**config.mk**
```make
export PLATFORM = sky130hd
export DESIGN_NAME = ddr3_avl_arbiter
export DESIGN_NICKNAME = d
export VERILOG_FILES = /design/src/rtl/ddr3_avl_arbiter.sv
export SDC_FILE = /design/constraint.sdc
export NUM_CORES = 1
export LEC_CHECK = 0
export ABC_AREA = 1
export BUFFER_PORTS_ARGS = -buffer_cell sky130_fd_sc_hd__buf_2
export CAP_MARGIN = 20
export CELL_PAD_IN_SITES_DETAIL_PLACEMENT = 0
export CELL_PAD_IN_SITES_GLOBAL_PLACEMENT = 2
export CORE_AREA = 8 8 333 335
export CTS_BUF_LIST = sky130_fd_sc_hd__clkbuf_16
export CTS_CLUSTER_SIZE = 30
export DETAILED_ROUTE_END_ITERATION = 16
export DIE_AREA = 0 0 341 343
export PLACE_DENSITY_LB_ADDON = 0.1
export SYNTH_ARGS = -nofsm -noshare
export SYNTH_HDL_FRONTEND = slang
export SYNTH_SLANG_ARGS = --single-unit
```
**constraint.sdc**
```tcl
create_clock -name clk -period 3.45 [get_ports clk]
set_clock_uncertainty 0.05 [all_clocks]
set_input_delay 0.345 -clock clk [delete_from_list [all_inputs] [get_ports clk]]
set_output_delay 0.345 -clock clk [all_outputs]
set_load 0.005 [all_outputs]
```
**src/rtl/ddr3_avl_arbiter.sv**
```systemverilog
// Two-port Avalon arbiter in front of a DDR3 controller: video fetch (p0) and host/CSR (p1).
// Optional macro DDR3_ARB_RR_EN selects round-robin arbitration; otherwise p0 has fixed priority.
module ddr3_avl_arbiter #(
  parameter int ADDR_W    = 26,
  parameter int DATA_W    = 128,
  parameter int TAG_DEPTH = 8
) (
  input  logic              clk,
  input  logic              reset_n,
  input  logic              p0_read_req,
  input  logic              p0_write_req,
  input  logic [ADDR_W-1:0] p0_addr,
  input  logic [2:0]        p0_size,
  input  logic [DATA_W-1:0] p0_wr_data,
  output logic              p0_ready,
  output logic              p0_read_data_valid,
  output logic [DATA_W-1:0] p0_read_data,
  input  logic              p1_read_req,
  input  logic              p1_write_req,
  input  logic [ADDR_W-1:0] p1_addr,
  input  logic [2:0]        p1_size,
  input  logic [DATA_W-1:0] p1_wr_data,
  output logic              p1_ready,
  output logic              p1_read_data_valid,
  output logic [DATA_W-1:0] p1_read_data,
  input  logic              ddr3_avl_ready,
  output logic              ddr3_avl_burstbegin,
  output logic [ADDR_W-1:0] ddr3_avl_addr,
  output logic [2:0]        ddr3_avl_size,
  output logic [DATA_W-1:0] ddr3_avl_wr_data,
  output logic              ddr3_avl_read_req,
  output logic              ddr3_avl_write_req,
  input  logic              ddr3_avl_read_data_valid,
  input  logic [DATA_W-1:0] ddr3_avl_read_data,
  output logic              err_orphan
);

  localparam int PW = $clog2(TAG_DEPTH);
  localparam logic [PW:0] PTR_ONE = 1;

  typedef enum logic [1:0] {IDLE, RD_CMD, WR_BURST} state_t;

  state_t            r_state, w_state_nxt;
  logic              r_port;
  logic [ADDR_W-1:0] r_addr;
  logic [2:0]        r_size;
  logic [2:0]        r_beat;
  logic              r_first;
  logic              r_err;

  // Tag FIFO entry: {port, burst size}; one entry per outstanding read burst
  logic [3:0]        r_tag_mem [TAG_DEPTH];
  logic [PW:0]       r_wr_ptr, r_rd_ptr;
  logic [2:0]        r_rd_beat;

  logic              w_empty, w_full;
  logic [3:0]        w_head;
  logic              w_head_port;
  logic [2:0]        w_head_size;
  logic              w_rd_vld, w_push, w_pop;

  logic [1:0]        w_rd_ok, w_elig;
  logic              w_pri, w_win, w_grant;
  logic [ADDR_W-1:0] w_addr_sel;
  logic [2:0]        w_size_sel;
  logic              w_acc;

  assign w_empty     = (r_wr_ptr == r_rd_ptr);
  assign w_full      = (r_wr_ptr[PW] != r_rd_ptr[PW]) &&
                       (r_wr_ptr[PW-1:0] == r_rd_ptr[PW-1:0]);
  assign w_head      = r_tag_mem[r_rd_ptr[PW-1:0]];
  assign w_head_port = w_head[3];
  assign w_head_size = w_head[2:0];
  assign w_rd_vld    = ddr3_avl_read_data_valid & ~w_empty;
  assign w_pop       = w_rd_vld && (r_rd_beat == w_head_size - 3'd1);
  assign w_push      = (r_state == RD_CMD) && ddr3_avl_ready;

  // A full tag FIFO blocks only reads; writes stay eligible
  assign w_rd_ok = {p1_read_req, p0_read_req} & {2{~w_full}};
  assign w_elig  = w_rd_ok | {p1_write_req, p0_write_req};

`ifdef DDR3_ARB_RR_EN
  logic r_rr_pri;
  assign w_pri = r_rr_pri;
  always_ff @(posedge clk or negedge reset_n) begin
    if (!reset_n)     r_rr_pri <= 1'b0;
    else if (w_grant) r_rr_pri <= ~w_win;
  end
`else
  assign w_pri = 1'b0;
`endif

  assign w_win      = w_elig[w_pri] ? w_pri : ~w_pri;
  assign w_addr_sel = w_win ? p1_addr : p0_addr;
  assign w_size_sel = w_win ? p1_size : p0_size;

  always_comb begin
    w_state_nxt = r_state;
    w_grant     = 1'b0;
    case (r_state)
      IDLE: begin
        if (|w_elig) begin
          w_grant     = 1'b1;
          w_state_nxt = w_rd_ok[w_win] ? RD_CMD : WR_BURST;
        end
      end
      RD_CMD:   if (ddr3_avl_ready) w_state_nxt = IDLE;
      WR_BURST: if (ddr3_avl_ready && (r_beat == r_size - 3'd1)) w_state_nxt = IDLE;
      default:  w_state_nxt = IDLE;
    endcase
  end

  always_ff @(posedge clk or negedge reset_n) begin
    if (!reset_n) begin
      r_state <= IDLE;
      r_port  <= 1'b0;
      r_addr  <= '0;
      r_size  <= '0;
      r_beat  <= '0;
      r_first <= 1'b0;
    end else begin
      r_state <= w_state_nxt;
      r_first <= w_grant;
      if (w_grant) begin
        r_port <= w_win;
        r_addr <= w_addr_sel;
        r_size <= (w_size_sel == 3'd0) ? 3'd1 : w_size_sel;
        r_beat <= '0;
      end else if ((r_state == WR_BURST) && ddr3_avl_ready) begin
        r_beat <= r_beat + 3'd1;
      end
    end
  end

  always_ff @(posedge clk) begin
    if (w_push) r_tag_mem[r_wr_ptr[PW-1:0]] <= {r_port, r_size};
  end

  always_ff @(posedge clk or negedge reset_n) begin
    if (!reset_n) begin
      r_wr_ptr  <= '0;
      r_rd_ptr  <= '0;
      r_rd_beat <= '0;
      r_err     <= 1'b0;
    end else begin
      if (w_push) r_wr_ptr <= r_wr_ptr + PTR_ONE;
      if (w_pop)  r_rd_ptr <= r_rd_ptr + PTR_ONE;
      if (w_rd_vld) r_rd_beat <= w_pop ? 3'd0 : r_rd_beat + 3'd1;
      if (ddr3_avl_read_data_valid && w_empty) r_err <= 1'b1;
    end
  end

  assign w_acc = (r_state != IDLE) && ddr3_avl_ready;

  assign p0_ready            = w_acc & ~r_port;
  assign p1_ready            = w_acc &  r_port;
  assign p0_read_data_valid  = w_rd_vld & ~w_head_port;
  assign p1_read_data_valid  = w_rd_vld &  w_head_port;
  // Read data is a broadcast, but held at zero while reset is asserted
  assign p0_read_data        = reset_n ? ddr3_avl_read_data : '0;
  assign p1_read_data        = reset_n ? ddr3_avl_read_data : '0;

  assign ddr3_avl_burstbegin = r_first;
  assign ddr3_avl_addr       = r_addr;
  assign ddr3_avl_size       = r_size;
  assign ddr3_avl_read_req   = (r_state == RD_CMD);
  assign ddr3_avl_write_req  = (r_state == WR_BURST);
  assign ddr3_avl_wr_data    = (r_state != WR_BURST) ? '0 : (r_port ? p1_wr_data : p0_wr_data);
  assign err_orphan          = r_err;

endmodule

```
==> results of run 1 <==
==> metal layers <==
layer / share of wire (%) / vias up / track usage, % / wire length (um)
li1: - / 5230 / - / -
met2: 53 / 506 / 25.94 / 44650
met1: 35 / 5084 / 13.72 / 29490
met3: 10 / 167 / 6.305 / 8441
met5: 0.38 / - / 0 / 324
met4: 1.6 / 50 / 1.621 / 1323
==> worst min path at each step <==
stage	from	end	slack, ns	cells past startpoint
2_1_floorplan	reset_n	ddr3_avl_addr[0]$_DFFE_PN0P_	-0.0006	0
3_5_place_dp	ddr3_avl_addr[8]$_DFFE_PN0P_	ddr3_avl_addr[8]$_DFFE_PN0P_	0.41	2
5_1_grt	ddr3_avl_read_data_valid	err_orphan$_DFFE_PN0P_	0.22	3
3_3_place_gp	ddr3_avl_addr[20]$_DFFE_PN0P_	ddr3_avl_addr[20]$_DFFE_PN0P_	0.40	2
6_report	ddr3_avl_read_data_valid	err_orphan$_DFFE_PN0P_	0.21	3
4_1_cts	ddr3_avl_read_data_valid	err_orphan$_DFFE_PN0P_	0.18	3
==> Yosys cell counts (5+ instances only) <==
cell type,instances
clkbuf_1,60
xnor2_1,5
buf_2,10
o21ai_1,7
o21ai_0,15
a21oi_1,131
nand3_1,43
nor2_1,36
nand2_1,583
edfxtp_1,32
inv_1,152
xor2_1,7
ha_1,6
buf_4,131
dfrtp_1,48
==> cells by family after synthesis <==
kind of cell / after synthesis / synth area share (%)
simple gates: 679 / 34.51
buf+inv: 362 / 24.51
compound gates: 159 / 10.48
flops: 80 / 28.03
xor+xnor: 12 / 1.363
fa+ha+maj: 6 / 0.9734
mux: 1 / 0.1298
==> power by group <==
part           internal, mW  switching (mW)
Sequential             1.33           0.311
Combinational          1.37            2.62
Clock                 0.554           0.426
Total                  3.26            3.36
==> critical path: stages, from the launching register on <==
cell     delay (ns)
dfrtp_4        0.63
inv_4          0.59
buf_12         0.31
nand2_1        0.08
a21oi_1        0.34
buf_2          0.21
==> state kept, by name, indices dropped and copies added, names as in the netlist <==
register,flops
r_state,2
r_rd_ptr,4
r_rd_beat,3
ddr3_avl_size,3
r_beat,3
r_tag_mem,32
err_orphan,1
ddr3_avl_addr,26
ddr3_avl_burstbegin,1
r_port,1
r_wr_ptr,4
==> per-stage QoR <==
stage	hold slack (ns)	setup WS (ns)
finish	0.2122	0.4746
global route	0.2208	0.2360
CTS	0.1838	0.3171
detailed placement	0.4070	0.7401
global placement	0.4032	0.7170
floorplan	-0.0005911	1.156
==> final cells by class <==
| cell class | instances | area share [%] |
|---|---|---|
| timing repair buffer | 891 | 34.93 |
| clock inverter | 7 | 0.4879 |
| tap | 1403 | 13.42 |
| inverter | 157 | 4.583 |
| sequential | 80 | 16.56 |
| clock buffer | 9 | 1.722 |
| antenna | 16 | 0.3062 |
| multi-input combinational | 857 | 27.99 |
==> results.py, run 1 <==
metrics = {
    "hold_path": {
        "hp-class": "in -> reg",
    },
    "final_layout": {
        "drive_gt1_share_pct": 46.18,
        "mostFrequentLayoutCell": "buf_2",
        "synthToLayoutAreaGrowth_pct": 69.56,
        "fin_nets": 2452,
        "design_area_sq_um": 13080,
        "fin_util_pct": 12.35,
        "fin_cells": 3420,
        "seq_area_sq_um": 2166,
        "layout_common_cells": "869 x buf_2, 583 x nand2_1, 151 x inv_1",
        "nFillCells": 12690,
        "multi_input_area_sq_um": 3660,
    },
    "clock_tree": {
        "ctsHoldBuffers": 0,
        "cts_buffers": 9,
        "ctsResizeCount": 0,
        "clkLatencyLatePin_ns": 0.36,
        "cts_root_buf": "clkbuf_16",
        "cts_tree": "done",
        "cts_setup_buffers": 0,
        "h-tree-depth": 3,
        "clk_path_buf_depth": 2,
        "clk_transition_reported_paths_ns": 0.07,
        "cts_sinks": 80,
    },
    "detailed_routing": {
        "viasPerCell": 3.227,
        "first_pass_iters": 5,
        "wl_per_cell_um": 24.63,
        "dr_total_vias": 11040,
        "drt_iter0_drc": 428,
        "drc": 0,
        "ant_nets": 0,
        "routed_wl_um": 84240,
    },
    "die": {
        "io_pins": 871,
        "die_w_um": 341,
        "core_sq_um": 105900,
        "die_h_um": 343,
        "start_util_pct": 7.286,
        "die_area_sq_um": 117000,
        "rows": 120,
    },
    "yosys": {
        "synth_area_leaders": "nand2_1 28%, dfrtp_1 16%, buf_4 13%, edfxtp_1 12%, a21oi_1 8.5%",
        "ys_ff_latch": 80,
        "synth_ff_type": "dfrtp_1",
        "synth_cell_types": 34,
        "synth_edf_count": 32,
        "syn-instance-count": 1299,
        "ys_seq_area_share_pct": 28.03,
        "synth_top_cell_by_area": "nand2_1",
        "ys_warn_count": 0,
        "synth_top_area_share_pct": 28.37,
        "synth_nets": 1755,
        "async_flop_share_pct": 60.00,
        "syn_area_sq_um": 7712,
        "syn_area_per_cell_sq_um": 5.937,
    },
    "power": {
        "max-vdd-ir-drop_v": 0.0002290,
        "power.leakage_nw": 8.034,
        "power_density_nw_per_um2": 506.3,
        "finalPower_mw": 6.621,
    },
    "setup_path": {
        "crit_end": "ddr3_avl_wr_data[9]",
        "endpoint_kind": "output pin",
        "r2r_start": "r_rd_ptr[0]$_DFFE_PN0P_",
        "worstSetupStartpointType": "register",
        "path_max_fanout": 47,
        "startpoint": "r_port$_DFFE_PN0P_",
        "critPathKind": "reg -> out",
        "reg2reg_depth": 11,
        "required_ns": 3.05,
        "cp.arrival_ns": 2.58,
        "r2r_slack_ns": 0.95,
        "r2r-end": "r_rd_ptr[0]$_DFFE_PN0P_",
    },
    "global_routing": {
        "antenna_found_initial": 98,
        "grt_pass1_vias": 11660,
        "grt.total_usage_pct": 13.56,
        "gr-total-overflow": 0,
        "grt_pass1_wl_um": 109000,
        "grt_max_degree": 101,
    },
    "timing": {
        "final_max_slew_viol_count": 0,
        "fin_crit_ns": 2.975,
        "fmax_ghz": 0.3361,
        "hold_viol": 0,
        "maxSlewHeadroom_pct": 50.79,
        "rsz0062_at_grt": "false",
        "fin_setup_tns_ns": 0,
        "setup_violations": 0,
        "worst_slew_pin_slew_ns": 0.7381,
        "fin_crit_sh_pct": 86.24,
    },
    "place": {
        "hpwl_um": 74520,
        "numPortBuffers": 870,
        "placedCellCount": 3388,
        "dpl_cell_area_sq_um": 12750,
        "place.gp.congestion": 0.7915,
    },
    "run": {
        "maxCapViolCount": 0,
    },
    "status": {
        "status": "finished, final reports clean",
    },
}
No activity file was read; power rests on OpenSTA's default activity.
==> inputs of run 2 (changes only) <==
--- a/config.mk
+++ b/config.mk
@@ -15,7 +15,7 @@
 export CTS_CLUSTER_SIZE = 30
 export DETAILED_ROUTE_END_ITERATION = 16
 export DIE_AREA = 0 0 341 343
-export PLACE_DENSITY_LB_ADDON = 0.1
+export PLACE_DENSITY = 0.53
 export SYNTH_ARGS = -nofsm -noshare
 export SYNTH_HDL_FRONTEND = slang
 export SYNTH_SLANG_ARGS = --single-unit
==> run 2 against run 1 <==
  * Utilization about the same
  * Clock power fell by 8.1%
  * Sequential power barely moved
  * Critical path depth increased by 1
  * Design area down 0.18%
  * Power down 2.6%
  * Sequential share of layout area about the same
  * Setup slack better by 0.11 ns
  * Maximum frequency rose by 3.7%
  * Cell count grew 0.12%
  * Routed wire length shrank 10%
  * Critical endpoint is now ddr3_avl_wr_data[95]
  * Largest cell class unchanged
==> results.py, run 2 (synthesized netlist as in run 1, its figures left out) <==
metrics = {
    "global_routing": {
        "antenna_found_initial": 89,
        "grt.total_usage_pct": 11.84,
        "grt_pass1_wl_um": 95990,
        "grt_pass1_vias": 10930,
        "grt_max_degree": 110,
        "gr-total-overflow": 0,
    },
    "timing": {
        "worst_slew_pin_slew_ns": 0.9838,
        "fin_setup_tns_ns": 0,
        "fmax_ghz": 0.3485,
        "hold_viol": 0,
        "fin_crit_ns": 2.870,
        "rsz0062_at_grt": "false",
        "final_max_slew_viol_count": 0,
        "fin_crit_sh_pct": 83.18,
        "setup_violations": 0,
        "maxSlewHeadroom_pct": 34.42,
        "whs_ns": 0.2283,
    },
    "detailed_routing": {
        "routed_wl_um": 75450,
        "ant_nets": 0,
        "drt_iter0_drc": 519,
        "dr_total_vias": 10830,
        "drc": 0,
        "wl_per_cell_um": 22.04,
        "viasPerCell": 3.164,
        "first_pass_iters": 5,
    },
    "power": {
        "sequentialPowerShare_pct": 25.5,
        "power.leakage_nw": 7.996,
        "switching_share_pct": 51.05,
        "p_clk_share_pct": 14.0,
        "comb_power_share_pct": 60.6,
        "max-vdd-ir-drop_v": 0.0002990,
        "internal_power_mw": 3.156,
        "switchingPower_mw": 3.291,
        "power_density_nw_per_um2": 493.9,
    },
    "die": {
        "core_sq_um": 105900,
        "start_util_pct": 7.286,
        "die_area_sq_um": 117000,
        "die_w_um": 341,
        "io_pins": 871,
        "die_h_um": 343,
        "rows": 120,
    },
    "clock_tree": {
        "cts_root_buf": "clkbuf_16",
        "clk_transition_reported_paths_ns": 0.06,
        "h-tree-depth": 3,
        "cts_tree": "done",
        "clkLatencyLatePin_ns": 0.34,
        "ctsHoldBuffers": 0,
        "cts_buffers": 9,
        "cts_setup_buffers": 0,
        "cts_sinks": 80,
        "clk_path_buf_depth": 2,
        "ctsResizeCount": 0,
    },
    "final_layout": {
        "nFillCells": 12650,
        "layout_common_cells": "869 x buf_2, 583 x nand2_1, 150 x inv_1",
        "drive_gt1_share_pct": 46.02,
        "multi_input_area_sq_um": 3660,
        "synthToLayoutAreaGrowth_pct": 69.26,
        "seq_area_sq_um": 2166,
        "mostFrequentLayoutCell": "buf_2",
        "largest_reg_flops": 32,
        "fin_nets": 2448,
    },
    "setup_path": {
        "cp.arrival_ns": 2.47,
        "critPathKind": "reg -> out",
        "reg2reg_depth": 14,
        "slowest_delay_ns": 0.38,
        "crit_path_cell_trace": "inv_1 -> nor2_1 -> inv_6 -> buf_4 -> a21oi_1 -> buf_2",
        "required_ns": 3.05,
        "r2r-end": "r_rd_ptr[2]$_DFFE_PN0P_",
        "worstSetupStartpointType": "register",
        "path_max_fanout": 109,
        "cpMaxStageDelayCell": "nor2_1",
        "r2r_slack_ns": 0.95,
        "startpoint": "r_state[1]$_DFFE_PN0P_",
        "path_buf_inv": 4,
        "cp_top_family": "buffers and inverters",
        "endpoint_kind": "output pin",
        "r2r_start": "r_rd_ptr[1]$_DFFE_PN0P_",
    },
    "run": {
        "maxCapViolCount": 0,
    },
    "place": {
        "numPortBuffers": 870,
        "place.gp.congestion": 0.7953,
        "hpwl_um": 66630,
    },
    "hold_path": {
        "min_path_cells": 3,
        "hp-class": "in -> reg",
        "whs_endpoint": "err_orphan$_DFFE_PN0P_",
        "hp-start": "ddr3_avl_read_data_valid",
    },
    "status": {
        "status": "finished, final reports clean",
    },
}
==> run 2: power by group through the flow <==
stage	sequential, mW	combinational [mW]	clock, mW
2_1_floorplan	1.54	2.16	0
3_3_place_gp	1.68	4.08	0
3_5_place_dp	1.66	4.03	0
4_1_cts	1.65	4.05	0.939
5_1_grt	1.70	4.43	0.968
6_report	1.64	3.90	0.901
==> run 2: metal layers <==
layer / vias to the layer above / wire length, um / global-route usage [%]
li1: 5223 / - / -
met1: 4833 / 27370 / 12.37
met2: 608 / 38990 / 21.61
met3: 153 / 7071 / 4.781
met4: 16 / 1928 / 3.672
met5: - / 91 / 0
==> run 2: worst max-delay path by stage <==
stage                                   end  slack [ns]  cells past startpoint
floorplan           r_rd_ptr[0]$_DFFE_PN0P_        1.16                     12
global placement       ddr3_avl_wr_data[96]        0.85                      5
detailed placement     ddr3_avl_wr_data[95]        0.89                      6
CTS                    ddr3_avl_wr_data[95]        0.50                      6
global route           ddr3_avl_wr_data[95]        0.38                      6
finish                 ddr3_avl_wr_data[95]        0.58                      6
==> run 2: through the flow <==
step	std cells	area (sq um)	setup slack [ns]	utilization, %	total power, mW
2_1_floorplan	1299	7712	1.156	-	3.704
3_3_place_gp	3384	12720	0.8475	12.02	5.755
3_5_place_dp	3384	12720	0.8856	12.02	5.694
4_1_cts	3400	12990	0.4964	12.28	6.636
5_1_grt	3415	13030	0.3804	12.31	7.092
6_report	3424	13050	0.5804	12.33	6.447
==> run 2: cell type report <==
class	instances	area share [%]
Timing Repair Buffer	887	34.76
Clock buffer	9	1.725
Sequential cell	80	16.59
Multi-Input combinational cell	857	28.04
Antenna cell	24	0.4601
Tap cell	1403	13.45
Inverter	157	4.610
Clock inverter	7	0.3642
==> run 2: worst min-delay path, stage by stage <==
cell and delay [ns]:
buf_2 0.12, inv_1 0.05, o21bai_1 0.06
==> inputs of run 3 (changes only) <==
==> config.mk (replaced) <==
export PLATFORM = sky130hd
export DESIGN_NAME = ddr3_avl_arbiter
export DESIGN_NICKNAME = d
export VERILOG_FILES = /design/src/rtl/ddr3_avl_arbiter.sv
export SDC_FILE = /design/constraint.sdc
export NUM_CORES = 1
export LEC_CHECK = 0
export ABC_AREA = 0
export BUFFER_PORTS_ARGS = -buffer_cell sky130_fd_sc_hd__buf_2
export CAP_MARGIN = 20
export CELL_PAD_IN_SITES_DETAIL_PLACEMENT = 0
export CELL_PAD_IN_SITES_GLOBAL_PLACEMENT = 2
export CORE_AREA = 8 8 336 338
export CTS_BUF_LIST = sky130_fd_sc_hd__clkbuf_16
export CTS_CLUSTER_SIZE = 30
export DETAILED_ROUTE_END_ITERATION = 16
export DIE_AREA = 0 0 344 346
export PLACE_DENSITY = 0.48
export SYNTH_ARGS = -nofsm -noshare
export SYNTH_HDL_FRONTEND = slang
export SYNTH_SLANG_ARGS = --single-unit
==> constraint.sdc (replaced) <==
create_clock -name clk -period 2.9 [get_ports clk]
set_clock_uncertainty 0.05 [all_clocks]
set_input_delay 0.29 -clock clk [delete_from_list [all_inputs] [get_ports clk]]
set_output_delay 0.29 -clock clk [all_outputs]
set_load 0.005 [all_outputs]
==> run 3 against run 2 <==
  * Synthesized cell count decreased by 35%
  * Hold slack got worse by 0.099 ns
  * Setup slack got worse by 0.25 ns
  * Cell count decreased by 12%
  * Critical path depth increased by 3
  * Combinational power increased by 31%
  * Sequential share of layout area increased by 0.075 points
  * Non-clock buffer count increased by 11
  * Global-route usage decreased by 1.3 points
  * Via count decreased by 18%
  * Design area decreased by 0.45%
  * Critical endpoint is now r_rd_beat[1]$_DFFE_PN0P_
==> results.py, run 3 <==
metrics = {
    "status": {
        "status": "finished, final reports clean",
    },
    "global_routing": {
        "grt.total_usage_pct": 10.52,
        "grt_pass1_vias": 9480,
        "antenna_found_initial": 70,
        "gr-total-overflow": 0,
        "grt_pass1_wl_um": 86710,
        "grt_max_degree": 121,
    },
    "detailed_routing": {
        "wl_per_cell_um": 21.98,
        "viasPerCell": 2.934,
        "dr_total_vias": 8866,
        "routed_wl_um": 66430,
        "routed-wl-met3_um": 6579,
        "met1_length_um": 24780,
        "first_pass_iters": 4,
        "drc": 0,
        "dr.max_layer_used": "met5",
        "wl_met2_um": 34030,
        "ant_nets": 0,
        "drt_iter0_drc": 424,
    },
    "final_layout": {
        "drive_gt1_share_pct": 58.94,
        "fin_nets": 2029,
        "synthToLayoutAreaGrowth_pct": 74.64,
        "nFillCells": 12690,
        "layout_common_cells": "869 x buf_2, 160 x mux2i_1, 145 x nor2_1",
        "largest_reg_flops": 32,
        "mostFrequentLayoutCell": "buf_2",
    },
    "power": {
        "max-vdd-ir-drop_v": 0.0003774,
        "sequentialPowerShare_pct": 23.5,
        "internal_power_mw": 4.600,
        "p_clk_share_pct": 14.6,
        "switchingPower_mw": 3.669,
        "comb_power_share_pct": 61.9,
        "power_density_nw_per_um2": 636.4,
        "power.leakage_nw": 6.892,
        "switching_share_pct": 44.37,
    },
    "die": {
        "die_h_um": 346,
        "rows": 121,
        "die_area_sq_um": 119000,
        "core_sq_um": 107800,
        "io_pins": 871,
        "die_w_um": 344,
        "start_util_pct": 6.903,
    },
    "yosys": {
        "syn_area_sq_um": 7441,
        "synth_top_area_share_pct": 21.52,
        "synth_common_cells": "160 x mux2i_1, 145 x nor2_1, 133 x buf_4",
        "synth_edf_count": 32,
        "synth_nets": 1305,
        "synth_ff_type": "dfrtp_1",
        "ys_warn_count": 0,
        "ys_ff_latch": 80,
        "async_flop_share_pct": 60.00,
        "synth_cell_types": 44,
        "syn-instance-count": 849,
        "syn_area_per_cell_sq_um": 8.764,
        "synth_top_cell_by_area": "mux2i_1",
        "ys_seq_area_share_pct": 29.06,
        "synth.most_common_cell": "mux2i_1",
        "synth_area_leaders": "mux2i_1 22%, dfrtp_1 16%, buf_4 13%, edfxtp_1 13%, and2_1 11%",
    },
    "clock_tree": {
        "cts_buffers": 9,
        "cts_sinks": 80,
        "ctsHoldBuffers": 0,
        "clkLatencyLatePin_ns": 0.36,
        "cts_root_buf": "clkbuf_16",
        "cts_setup_buffers": 0,
        "clk_path_buf_depth": 2,
        "cts_tree": "done",
        "clk_transition_reported_paths_ns": 0.07,
        "h-tree-depth": 3,
        "ctsResizeCount": 0,
    },
    "setup_path": {
        "cp.arrival_ns": 2.77,
        "endpoint_kind": "register",
        "path_max_fanout": 5,
        "required_ns": 3.10,
        "worstSetupStartpointType": "register",
        "critPathKind": "reg -> reg",
    },
    "hold_path": {
        "hp-class": "in -> reg",
    },
    "timing": {
        "final_max_slew_viol_count": 0,
        "worst_slew_pin_slew_ns": 0.9713,
        "fin_crit_sh_pct": 88.54,
        "fmax_ghz": 0.3894,
        "whs_ns": 0.1295,
        "fin_crit_ns": 2.568,
        "rsz0062_at_grt": "false",
        "fin_setup_tns_ns": 0,
        "hold_viol": 0,
        "maxSlewHeadroom_pct": 35.24,
        "setup_violations": 0,
    },
    "place": {
        "place.gp.congestion": 0.8812,
        "numPortBuffers": 870,
        "hpwl_um": 60680,
    },
    "run": {
        "maxCapViolCount": 0,
    },
}
[run 3: cell types whose count changed in the layout (fill, tap and decap cells not counted), moves of 40 or more]
cell / delta
and2_1: +128
a21oi_1: -129
nand2_1: -549
nand3_1: -40
nor2_1: +109
mux2i_1: +159
inv_1: -141
[run 3: stage by stage]
step                cells  area [sq um]  power [mW]  setup slack (ns)  util, %
detailed placement   2976         12600       7.262            0.3147    11.69
global placement     2976         12600       7.245            0.2734    11.69
floorplan             849          7441       4.901            0.4584        -
global route         2996         12930       9.022            0.1813    12.00
finish               3022         13000       8.270            0.3322    12.06
CTS                  2992         12920       8.530            0.2854    11.99
[run 3: power groups by stage]
stage,sequential (mW),combinational [mW],clock [mW]
CTS,1.96,5.30,1.27
global route,2.02,5.69,1.31
floorplan,1.86,3.04,0
global placement,1.98,5.27,0
finish,1.94,5.12,1.21
detailed placement,1.98,5.29,0
[run 3: final timing paths]
kind                                     startpoint                  endpoint  slack [ns]  depth (start not counted)
min reg2reg                  err_orphan$_DFFE_PN0P_    err_orphan$_DFFE_PN0P_        0.41                          1
min in group asynchronous                   reset_n   r_wr_ptr[3]$_DFFE_PN0P_        0.67                          2
min                        ddr3_avl_read_data_valid    err_orphan$_DFFE_PN0P_        0.13                          2
max in group asynchronous                   reset_n        r_port$_DFFE_PN0P_        1.61                          2
max                         r_rd_ptr[0]$_DFFE_PN0P_  r_rd_beat[1]$_DFFE_PN0P_        0.33                          9
max reg2reg                 r_rd_ptr[0]$_DFFE_PN0P_  r_rd_beat[1]$_DFFE_PN0P_        0.33                          9
[run 3: metal layers]
metal / up-vias / GRT usage (%)
li1: 4184 / -
met1: 4041 / 11.44
met2: 510 / 19.33
met3: 123 / 4.441
met4: 8 / 1.351
met5: - / 0
[run 3: area by class of cell]
cell class | count | area, sq um | share of cell area [%]
inverters | 9 | 33.78 | 0.2600
clock inverters | 7 | 90.09 | 0.6932
repair buffers | 898 | 4592 | 35.34
diodes | 30 | 75.07 | 0.5777
clock buffers | 9 | 225.2 | 1.733
flip-flops and latches | 80 | 2166 | 16.67
multi-input cells | 575 | 4044 | 31.12
well taps | 1414 | 1769 | 13.61
[run 3: cells by family (layout without fill, tap and decap cells)]
group                    count (synthesis)  count (layout)  share of synthesized area (%)
adder cells (fa/ha/maj)                  6               6                          1.009
XOR/XNOR                                22              22                          2.590
AND/OR/NAND/NOR                        333             333                          22.16
multiplexers                           171             171                          24.80
other                                    0              30                              0
flip-flops                              80              80                          29.06
AO/OA/AOI/OAI                           43              43                          3.464
buffers and inverters                  194             923                          16.92
[run 3: critical path, stage by stage, from the launching register on]
cell and delay (ns):
dfrtp_1 0.50, mux4_1 0.60, mux2i_1 0.19, ha_1 0.28, xnor2_1 0.14, buf_4 0.15
nor2_8 0.09, nand3_2 0.10, buf_4 0.16, a22o_1 0.17
